**config.mk**
```make
export PLATFORM = sky130hd
export DESIGN_NAME = ram_burst_ctrl
export DESIGN_NICKNAME = d
export VERILOG_FILES = /design/src/rtl/ram_burst_ctrl.sv
export SDC_FILE = /design/constraint.sdc
export NUM_CORES = 1
export LEC_CHECK = 0
export BUFFER_PORTS_ARGS = -buffer_cell sky130_fd_sc_hd__buf_2
export CAP_MARGIN = 20
export CORE_MARGIN = 4
export CORE_UTILIZATION = 30
export CTS_CLUSTER_SIZE = 12
export DETAILED_ROUTE_END_ITERATION = 8
export PLACE_DENSITY = 0.65
export SKIP_CTS_REPAIR_TIMING = 1
export SKIP_LAST_GASP = 1
export SLEW_MARGIN = 5
export SYNTH_ARGS = -nofsm -noshare
export SYNTH_HDL_FRONTEND = slang
export SYNTH_SLANG_ARGS = --single-unit
```
**constraint.sdc**
```tcl
create_clock -name clk -period 2.2 [get_ports clk]
set_input_delay 0.11 -clock clk [delete_from_list [all_inputs] [get_ports clk]]
set_output_delay 0.11 -clock clk [all_outputs]
set_load 0.05 [all_outputs]
```
**src/rtl/ram_burst_ctrl.sv**
```systemverilog
// Burst initiator for a 16x8 single-port async-read RAM: fills a burst from a write
// stream or drains one into a registered read stream. Optional checksum: RAM_BURST_CHK_EN.
module ram_burst_ctrl #(
    parameter int DW = 8,
    parameter int AW = 4
) (
    input  logic          clk,
    input  logic          rst_n,
    input  logic          cmd_valid,
    output logic          cmd_ready,
    input  logic          cmd_write,
    input  logic [AW-1:0] cmd_addr,
    input  logic [AW-1:0] cmd_len,
    input  logic          wr_valid,
    input  logic [DW-1:0] wr_data,
    output logic          wr_ready,
    output logic          rd_valid,
    output logic [DW-1:0] rd_data,
    output logic          rd_last,
    input  logic          rd_ready,
    output logic          done,
    output logic [AW-1:0] ram_addr,
    output logic [DW-1:0] ram_wdata,
    output logic          ram_we,
    input  logic [DW-1:0] ram_rdata
`ifdef RAM_BURST_CHK_EN
    ,
    output logic [DW-1:0] chk
`endif
);

    typedef enum logic [1:0] {
        IDLE  = 2'd0,
        WRITE = 2'd1,
        READ  = 2'd2,
        DONE  = 2'd3
    } state_t;

    localparam logic [AW-1:0] ADDR_ONE = {{(AW-1){1'b0}}, 1'b1};

    state_t        state_r;
    state_t        state_s;
    logic [AW-1:0] addr_r;
    logic [AW-1:0] cnt_r;
    logic          more_r;      // read words still to be fetched from the RAM
    logic          rd_valid_r;
    logic          rd_last_r;
    logic [DW-1:0] rd_data_r;
    logic          accept_s;
    logic          wr_beat_s;
    logic          rd_load_s;
    logic          rd_hs_s;

`ifdef RAM_BURST_CHK_EN
    logic [DW-1:0] chk_r;

    function automatic logic [DW-1:0] xor_acc(input logic [DW-1:0] acc, input logic [DW-1:0] word);
        return acc ^ word;
    endfunction
`endif

    // Handshake qualifiers and pin drive decoded from the current state
    always_comb begin
        accept_s  = cmd_valid && (state_r == IDLE);
        wr_beat_s = (state_r == WRITE) && wr_valid;
        rd_load_s = (state_r == READ) && more_r && (!rd_valid_r || rd_ready);
        rd_hs_s   = (state_r == READ) && rd_valid_r && rd_ready;
        cmd_ready = (state_r == IDLE);
        wr_ready  = (state_r == WRITE);
        ram_we    = wr_beat_s;
        done      = (state_r == DONE);
        ram_addr  = addr_r;
        if (state_r == WRITE) begin
            ram_wdata = wr_data;
        end else begin
            ram_wdata = {DW{1'b0}};
        end
    end

    // Next-state logic
    always_comb begin
        state_s = state_r;
        case (state_r)
            IDLE: begin
                if (accept_s) begin
                    state_s = cmd_write ? WRITE : READ;
                end else begin
                    state_s = IDLE;
                end
            end
            WRITE: begin
                if (wr_beat_s && (cnt_r == '0)) begin
                    state_s = DONE;
                end else begin
                    state_s = WRITE;
                end
            end
            READ: begin
                if (rd_hs_s && rd_last_r) begin
                    state_s = DONE;
                end else begin
                    state_s = READ;
                end
            end
            DONE:    state_s = IDLE;
            default: state_s = IDLE;
        endcase
    end

    // State register
    always_ff @(posedge clk or negedge rst_n) begin
        if (!rst_n) begin
            state_r <= IDLE;
        end else begin
            state_r <= state_s;
        end
    end

    // Burst address and remaining-word counter
    always_ff @(posedge clk or negedge rst_n) begin
        if (!rst_n) begin
            addr_r <= {AW{1'b0}};
            cnt_r  <= {AW{1'b0}};
            more_r <= 1'b0;
        end else if (accept_s) begin
            addr_r <= cmd_addr;
            cnt_r  <= cmd_len;
            more_r <= !cmd_write;
        end else if (wr_beat_s || rd_load_s) begin
            addr_r <= addr_r + ADDR_ONE;
            if (cnt_r != '0) begin
                cnt_r <= cnt_r - ADDR_ONE;
            end
            if (rd_load_s) begin
                more_r <= (cnt_r != '0);
            end
        end
    end

    // Read stream output register; holds while the consumer stalls
    always_ff @(posedge clk or negedge rst_n) begin
        if (!rst_n) begin
            rd_valid_r <= 1'b0;
            rd_data_r  <= {DW{1'b0}};
            rd_last_r  <= 1'b0;
        end else if (rd_load_s) begin
            rd_valid_r <= 1'b1;
            rd_data_r  <= ram_rdata;
            rd_last_r  <= (cnt_r == '0);
        end else if (rd_hs_s) begin
            rd_valid_r <= 1'b0;
        end
    end

    assign rd_valid = rd_valid_r;
    assign rd_data  = rd_data_r;
    assign rd_last  = rd_last_r;

`ifdef RAM_BURST_CHK_EN
    // XOR checksum over every word moved in the current burst
    always_ff @(posedge clk or negedge rst_n) begin
        if (!rst_n) begin
            chk_r <= {DW{1'b0}};
        end else if (accept_s) begin
            chk_r <= {DW{1'b0}};
        end else if (wr_beat_s) begin
            chk_r <= xor_acc(chk_r, wr_data);
        end else if (rd_load_s) begin
            chk_r <= xor_acc(chk_r, ram_rdata);
        end
    end

    assign chk = chk_r;
`endif

endmodule

```
==> results.cfg <==
[worst_setup_path]
worstSetupEndpointType = primary output
crit_slowest_cell = dfrtp_1
r2r_slack_ps = 540
slowest_delay_ps = 510
critPathMaxFanout = 10
rr_worst_depth = 4
r2r-start = state_r[0]
start_kind = register
path_class = register to primary output
arrival_ps = 1720
cp_cell_sequence = nor2b_1 > and2_1 > buf_2
cp.required_ps = 2090
rr_endpoint = cnt_r[0]

[synthesis]
ys_ff_latch = 21
yosysMostFrequentCell = dfrtp_1
ys_seq_area_frac = 0.449
synth_area_leaders = dfrtp_1, mux2_4, and2_1
synthArstFlopShare = 1.00
syn_nets = 139
synth_cell_types = 34
yosys_warnings = 0
synth_top_area_cell = dfrtp_1
synth_common_cells = dfrtp_1, and2_1, mux2_4
synthFlopType = dfrtp_1
mappedNetlistArea_um2 = 1170
syn-instance-count = 106
synth_top_area_frac = 0.449
synth_edf_count = 0
synth_area_per_cell_um2 = 11.0

[cells_and_area]
postLayoutCoreUtil = 0.409
drive_gt1_frac = 0.466
area_growth_pct = 29.8
fin_nets = 195
postLayoutCellArea_um2 = 1520
diodes = 0

[clock_network]
cts_buffers = 3
h-tree-depth = 1
cts-root-buf = clkbuf_8
cts_tree = built
insertion_delay_ps = 260
clock_sinks = 21
cts_max_path_buffers = 2
path_clk_slew_ps = 80

[flow_run]
maxCapViolations = 0

[drt]
drc = 0
first_pass_iters = 6
post_drt_wl_per_cell_um = 12.9
postRouteAntennaNets = 0
drt-initial-drc-count = 51
vias = 977
finalWirelength_um = 2710
vias_per_cell = 4.67

[hold_path]
holdCritPathClass = input pin to register
holdPathEnd = rd_data[6]
hold_depth = 2
min_from = ram_rdata[6]

[floorplan]
core-area_um2 = 3720
dieArea_um2 = 4970
die_x_um = 70.5
chipHeight_um = 70.5
floorplan.initialDensity = 0.315
core.rowCount = 22
ios = 56

[timing]
setup_viol = 0
final_hold_viol_count = 0
slew_headroom = 0.606
skew_ps = 5.72
fmax_mhz = 547
finalCriticalPeriod_ps = 1830
tns_ps = 0
rsz0062_at_grt = no
drv_slew = 0
final.period_utilization = 0.832
timing.hold.ws_ps = 74.6
tightestPinTransition_ps = 590

[global_routing]
gr-total-overflow = 0
grt_usage = 0.110
grt_pass1_wl_um = 4370
grt_max_degree = 22
grt_pass1_vias = 906
antenna_found_initial = 0

[place]
portBuffers = 55
dpl-instance-area_um2 = 1460
gp_congestion = 0.751
hpwl_um = 2120

[power_and_ir_drop]
cellLeakagePower_nw = 0.766
p_per_area_nw_per_um2 = 1790
irDropWorstVdd_v = 0.000767

[run_status]
status = complete, no violations
per-stage QoR:
stage,power (W),setup slack [ps],std cells
after CTS,0.00274,365,208
after global placement,0.00246,599,204
after floorplan,0.00216,243,106
final,0.00272,370,209
after global routing,0.00290,239,209
after detailed placement,0.00248,531,204
placed cells by master (no fill, tap or decap), types with 2 or more instances in the layout:
cell | Yosys | layout
nand2b_1 | 2 | 2
ha_1 | 3 | 3
a22oi_1 | 2 | 2
inv_1 | 5 | 5
o22ai_1 | 4 | 4
nor3_1 | 2 | 2
dfrtp_1 | 21 | 21
nand2_1 | 5 | 5
nor2_1 | 5 | 5
mux2_4 | 9 | 9
and2_1 | 10 | 10
o21ai_0 | 7 | 7
a21oi_1 | 7 | 7
clkbuf_8 | 0 | 3
buf_2 | 0 | 55
mux2i_1 | 2 | 2
flip-flops by register name, summed over array words and instances (netlist names):
register / count
rd_data: 8
cnt_r: 4
ram_addr: 4
state_r: 2
more_r: 1
rd_last: 1
rd_valid: 1
where the power goes:
part | switching (W) | internal, W
registers | 0.000173 | 0.000583
logic | 0.00114 | 0.000563
clock network | 0.000129 | 0.000128
total | 0.00144 | 0.00127
critical path: cells and delay by family (launching register included):
kind | cells | cell delay [ps]
buf+inv | 1 | 270
flops | 1 | 510
simple gates | 2 | 680
per-layer routing:
| metal | up-vias | routed length, um | GRT usage |
|---|---|---|---|
| met5 | - | 0 | 0 |
| met4 | 0 | 27 | 0.0447 |
| met3 | 2 | 206 | 0.0259 |
| met2 | 34 | 1220 | 0.163 |
| met1 | 457 | 1250 | 0.151 |
| li1 | 484 | - | - |
how the worst max path moves through the flow:
stage          cells past startpoint          to  startpoint  slack, ps
2_1_floorplan                      5  state_r[1]  state_r[1]        240
3_3_place_gp                       4    cnt_r[0]  state_r[0]        600
3_5_place_dp                       4    cnt_r[1]  state_r[0]        530
4_1_cts                            3      ram_we  state_r[0]        370
5_1_grt                            3      ram_we  state_r[0]        240
6_report                           3      ram_we  state_r[0]        370
area by class of cell:
type,instances,area [um^2]
inverter,5,18.8
fill,381,2200
sequential,21,526
multi-input combinational,74,574
clock buffer,3,41.3
clock inverter,1,7.51
tap,48,60.1
timing repair buffer,57,293
cell families after synthesis:
family / Yosys count / synth area share
AO/OA/AOI/OAI: 27 / 0.151
buffers and inverters: 11 / 0.0609
multiplexers: 11 / 0.132
flip-flops: 21 / 0.449
AND/OR/NAND/NOR: 33 / 0.175
adder cells (fa/ha/maj): 3 / 0.0321
(Power assumes the default switching activity.)
